[src/rtl/sdram_init_seq.sv]
`timescale 1ns/1ps
// SDRAM power-up sequencer: NOP wait, PRECHARGE ALL, N_REF auto-refreshes, LOAD MODE, then init_done.
// Optional macro SDR_INIT_EXT_MRS_EN adds an EXTENDED LOAD MODE after LOAD MODE.
module sdram_init_seq #(
  parameter int unsigned SDR_AW = 13,
  parameter int unsigned SDR_BW = 2,
  parameter int unsigned T_INIT = 500,
  parameter int unsigned T_RP   = 3,
  parameter int unsigned T_RFC  = 7,
  parameter int unsigned N_REF  = 2,
  parameter int unsigned T_MRD  = 2,
`ifdef SDR_INIT_EXT_MRS_EN
  parameter logic [SDR_AW-1:0] EXT_MODE_REG = SDR_AW'(13'h000),
`endif
  parameter logic [SDR_AW-1:0] MODE_REG = SDR_AW'(13'h033)
) (
  input  logic              sdram_clk,
  input  logic              sdram_resetn,
  input  logic              init_req,
  output logic              sdr_cke,
  output logic              sdr_cs_n,
  output logic              sdr_ras_n,
  output logic              sdr_cas_n,
  output logic              sdr_we_n,
  output logic [SDR_AW-1:0] sdr_addr,
  output logic [SDR_BW-1:0] sdr_ba,
  output logic              init_done
);

  localparam int unsigned MAX_A = (T_INIT > T_RP) ? T_INIT : T_RP;
  localparam int unsigned MAX_B = (T_RFC > T_MRD) ? T_RFC : T_MRD;
  localparam int unsigned MAX_T = (MAX_A > MAX_B) ? MAX_A : MAX_B;
  localparam int unsigned CNT_W = $clog2(MAX_T) + 1;
  localparam int unsigned REF_W = $clog2(N_REF + 1);

  // {ras_n, cas_n, we_n}
  localparam logic [2:0] CMD_NOP = 3'b111;
  localparam logic [2:0] CMD_PRE = 3'b010;
  localparam logic [2:0] CMD_REF = 3'b001;
  localparam logic [2:0] CMD_LMR = 3'b000;

  localparam logic [SDR_AW-1:0] ADDR_A10 = SDR_AW'(1024);

  // Each command is issued on the edge that enters its timing state.
  typedef enum logic [2:0] {
    S_WAIT,
    S_TRP,
    S_TRFC,
    S_TMRD,
`ifdef SDR_INIT_EXT_MRS_EN
    S_TEMRD,
`endif
    S_DONE
  } state_t;

  state_t           state;
  logic [CNT_W-1:0] cnt;
  logic [REF_W-1:0] ref_cnt;

  always_ff @(posedge sdram_clk or negedge sdram_resetn) begin
    if (!sdram_resetn) begin
      state     <= S_WAIT;
      cnt       <= '0;
      ref_cnt   <= '0;
      sdr_cke   <= 1'b0;
      sdr_cs_n  <= 1'b1;
      {sdr_ras_n, sdr_cas_n, sdr_we_n} <= CMD_NOP;
      sdr_addr  <= '0;
      sdr_ba    <= '0;
      init_done <= 1'b0;
    end else begin
      sdr_cke   <= 1'b1;
      sdr_cs_n  <= 1'b0;
      {sdr_ras_n, sdr_cas_n, sdr_we_n} <= CMD_NOP;
      sdr_addr  <= '0;
      sdr_ba    <= '0;
      init_done <= 1'b0;

      case (state)
        // WAIT counts elapsed NOP cycles up from the cleared value
        S_WAIT: begin
          if (cnt == CNT_W'(T_INIT)) begin
            {sdr_ras_n, sdr_cas_n, sdr_we_n} <= CMD_PRE;
            sdr_addr <= ADDR_A10;
            ref_cnt  <= '0;
            cnt      <= CNT_W'(T_RP - 1);
            state    <= S_TRP;
          end else begin
            cnt <= cnt + CNT_W'(1);
          end
        end

        S_TRP: begin
          if (cnt == '0) begin
            {sdr_ras_n, sdr_cas_n, sdr_we_n} <= CMD_REF;
            ref_cnt <= REF_W'(1);
            cnt     <= CNT_W'(T_RFC - 1);
            state   <= S_TRFC;
          end else begin
            cnt <= cnt - CNT_W'(1);
          end
        end

        S_TRFC: begin
          if (cnt != '0) begin
            cnt <= cnt - CNT_W'(1);
          end else if (ref_cnt == REF_W'(N_REF)) begin
            {sdr_ras_n, sdr_cas_n, sdr_we_n} <= CMD_LMR;
            sdr_addr <= MODE_REG;
            cnt      <= CNT_W'(T_MRD - 1);
            state    <= S_TMRD;
          end else begin
            {sdr_ras_n, sdr_cas_n, sdr_we_n} <= CMD_REF;
            ref_cnt <= ref_cnt + REF_W'(1);
            cnt     <= CNT_W'(T_RFC - 1);
          end
        end

        S_TMRD: begin
          if (cnt != '0) begin
            cnt <= cnt - CNT_W'(1);
          end else begin
`ifdef SDR_INIT_EXT_MRS_EN
            {sdr_ras_n, sdr_cas_n, sdr_we_n} <= CMD_LMR;
            sdr_addr <= EXT_MODE_REG;
            sdr_ba   <= SDR_BW'(2);
            cnt      <= CNT_W'(T_MRD - 1);
            state    <= S_TEMRD;
`else
            sdr_cs_n  <= 1'b1;
            init_done <= 1'b1;
            state     <= S_DONE;
`endif
          end
        end

`ifdef SDR_INIT_EXT_MRS_EN
        S_TEMRD: begin
          if (cnt != '0) begin
            cnt <= cnt - CNT_W'(1);
          end else begin
            sdr_cs_n  <= 1'b1;
            init_done <= 1'b1;
            state     <= S_DONE;
          end
        end
`endif

        // Bus handed to the controller; a request restarts from WAIT with cke kept high
        S_DONE: begin
          sdr_cs_n <= 1'b1;
          if (init_req) begin
            cnt     <= '0;
            ref_cnt <= '0;
            state   <= S_WAIT;
          end else begin
            init_done <= 1'b1;
          end
        end

        default: begin
          sdr_cs_n <= 1'b1;
          cnt      <= '0;
          ref_cnt  <= '0;
          state    <= S_WAIT;
        end
      endcase
    end
  end

endmodule
[config.mk]
export PLATFORM = sky130hd
export DESIGN_NAME = sdram_init_seq
export DESIGN_NICKNAME = d
export VERILOG_FILES = /design/src/rtl/sdram_init_seq.sv
export SDC_FILE = /design/constraint.sdc
export NUM_CORES = 1
export LEC_CHECK = 0
export CORE_MARGIN = 2
export CORE_UTILIZATION = 55
export DETAILED_ROUTE_END_ITERATION = 16
export PLACE_DENSITY = 0.8
export SLEW_MARGIN = 10
export SYNTH_ARGS = -nofsm -noshare
export SYNTH_HDL_FRONTEND = slang
export SYNTH_SLANG_ARGS = --single-unit
export TNS_END_PERCENT = 50
[constraint.sdc]
create_clock -name sdram_clk -period 4.7 [get_ports sdram_clk]
set_clock_uncertainty 0.2 [all_clocks]
set_input_delay 0.705 -clock sdram_clk [delete_from_list [all_inputs] [get_ports sdram_clk]]
set_output_delay 0.705 -clock sdram_clk [all_outputs]
set_load 0.01 [all_outputs]
==> reports/results.tsv <==
metric	value	unit
Crit. End Element	flop	
R2R cell count	7	
Post-synth ARST share	100	%
WL final	3950	um
Hold Path Stages	1	
flops & latches, synth	23	
Worst-Skew Late Latency	0.33	ns
Tightest Hold Check Type	flop to flop	
CTS tree	built	
GR Util met2	35.3	%
startpoint types	flop	
clock tree sinks	23	
hold buffers post-CTS	0	
Post-synth EDFFs	0	
Slowest cell on crit path	o31ai_1	
ant diodes	0	
Fill cells	254	
reg2reg start	cnt[0]	
vias per cell	6.53	
initial antenna violation count	0	
die area	0.00354	mm^2
die height	59.5	um
vias	1495	
Slew Limit Fails	0	
final hold vios	0	
CTS H-tree depth	1	
Gate Count Post-Synth	198	
met3 Resource Use GR	3.28	%
type of the worst setup path	flop to flop	
site row count	20	
CP max stage delay	0.80	ns
Total GRT Usage	23.7	%
Max-Cap Viols	0	
worst path cell trace	inv_1, ha_1, nand4bb_1, o31ai_1, o21ai_0, nand2_1, o221ai_1	
prevailing post-synth register cell	dfrtp_1	
Peak Freq	0.390	GHz
Worst VDD drop	0.215	mV
core area	0.00300	mm^2
Syn. warnings	0	
P per Cell Area	521	mW/mm^2
initial core utilization	56.5	%
drc violations	0	
# setup viols final	0	
routing usage on met1	34.8	%
setup slack, reg-to-reg	2.13	ns
status	complete, no violations	
I/O Buffers	13	
Die Span X	59.5	um
Yosys top cell by area	dfrtp_1	
pre-CTS setup slack	2.15	ns
routability cong.	0.987	
worst rel slew slack	32.3	%
Hold EP	ref_cnt[0]	
area share of the largest cell type after synthesis	28.0	%
gr ovfl total	0	
CP arrival	2.59	ns
Setup TNS	0	ns
top-count cell post-synth	nand2_1	
hold_ws	0.327	ns
Slew @ Worst Pin	1.01	ns
leak pwr	0.718	nW
synthesized cell area	0.00170	mm^2
Clock transition at path regs	0.15	ns
WL per Instance	17.2	um
hold path startpoint	ref_cnt[0]	
layout cells sized above 1	9.18	%
Post-DP HPWL	2820	um
Synth area leaders	dfrtp_1, buf_4, dfstp_2	
Ports	24	
most frequent cells after synthesis	nand2_1, dfrtp_1, buf_4, nor2_1, nand3_1	
post_cts resized	0	
Setup Buffers After CTS	0	
clock root cell	clkbuf_4	
Worst Path Required	4.72	ns
post-synthesis sequential area ratio	34.2	%
number of global-route vias before repair	1328	
Final Cycle Share	54.6	%
Power Total	0.920	mW
grt peak-use layer	met2	
Num CTS Buffers	3	
drt pass-1 iters	4	
Detail Route Antenna Nets	0	
area delta synth->final	4.06	%
Avg Cell Area, Syn	8.56	um^2
Reg-to-Reg End	cnt[4]	
largest net degree at the start of global routing	24	
CTS max path bufs	2	
Tmin final	2.57	ns
Final WS setup	2.13	ns
drt first-iter violations	149	
crit path max fanout	9	
first-pass GRT wire length	6350	um
RSZ-0062 raised after global routing	false	
Yosys cell types	57	
fin util	58.8	%
# nets final	204	
==> final cells by class <==
| type | instances | area [um^2] | area share, % |
|---|---|---|---|
| clock buffer | 3 | 22.5 | 1.28 |
| clock inverter | 1 | 7.51 | 0.426 |
| inverter | 6 | 22.5 | 1.28 |
| multi-input combinational | 150 | 960 | 54.4 |
| sequential | 23 | 581 | 32.9 |
| tap | 33 | 41.3 | 2.34 |
| timing repair buffer | 13 | 130 | 7.38 |
==> per-stage QoR <==
stage,instance area (um^2),cells
final,1760,229
after global routing,1760,229
after CTS,1760,229
after detailed placement,1730,225
after global placement,1730,225
after floorplan,1730,207
==> layer usage <==
| metal | vias to the layer above | part of all wire (%) |
|---|---|---|
| li1 | 690 | - |
| met1 | 713 | 44 |
| met2 | 84 | 46 |
| met3 | 8 | 8.2 |
| met4 | 0 | 1.8 |
| met5 | - | 0 |
==> worst max-delay path: cells and delay by family (launching register included) <==
family	cells	cell delay (ns)
fa+ha+maj	1	0.19
compound gates	3	1.15
simple gates	2	0.27
flops	1	0.50
buf+inv	1	0.14
==> power breakdown <==
group          switching, mW  leakage (nW)  total (mW)  internal, mW
Clock                 0.0686        0.0139       0.101        0.0326
Sequential             0.141         0.277       0.396         0.255
Combinational          0.230         0.426       0.422         0.193
Total                  0.439         0.718       0.920         0.481
==> placed cells by master (no fill, tap or decap), types with 2 or more instances in the layout <==
cell / count
ha_1: 4
nand3_2: 2
nor3b_1: 2
nor2_1: 14
conb_1: 11
o31ai_1: 2
nor2b_1: 4
nand2_1: 20
clkdlybuf4s50_1: 13
and3_1: 4
a41o_1: 2
o21ai_0: 6
dfstp_2: 4
nand2b_1: 3
xnor2_1: 3
nand3_1: 12
nand3b_1: 2
a221o_1: 2
mux2_1: 2
inv_1: 5
clkbuf_4: 3
nand4_1: 4
nor4_1: 2
o21ai_1: 3
a31oi_1: 2
dfrtp_1: 19
o211ai_1: 3
a221oi_1: 2
a21oi_1: 10
nor3_1: 2
o221ai_1: 3
==> flip-flops by register name (all words and copies together) (netlist names) <==
register	count
ref_cnt	2
init_done	1
cnt	10
state	3
sdr_cs_n	1
sdr_we_n	1
sdr_ras_n	1
sdr_addr	2
sdr_cas_n	1
sdr_cke	1
==> worst max path at each step <==
stage	start	end	slack [ns]	depth (start not counted)
floorplan	cnt[0]	ref_cnt[0]	2.49	8
global placement	init_req	ref_cnt[0]	2.20	4
detailed placement	init_req	ref_cnt[0]	2.15	4
CTS	cnt[0]	cnt[2]	2.24	7
global route	cnt[0]	cnt[2]	1.99	7
finish	cnt[0]	cnt[4]	2.13	7
==> cells by family (layout without fill, tap and decap cells) <==
| family | Yosys count | after routing | share of synthesized area (%) |
|---|---|---|---|
| buffers and inverters | 34 | 23 | 11.1 |
| AOI/OAI and AO/OA | 47 | 47 | 19.8 |
| DFF | 23 | 23 | 34.2 |
| and+or+nand+nor | 82 | 82 | 28.0 |
| xor gates and xnor gates | 4 | 4 | 2.07 |
| other | 2 | 11 | 0.443 |
| muxes | 2 | 2 | 1.33 |
| adders and majority gates | 4 | 4 | 2.95 |
(Power assumes the default switching activity.)
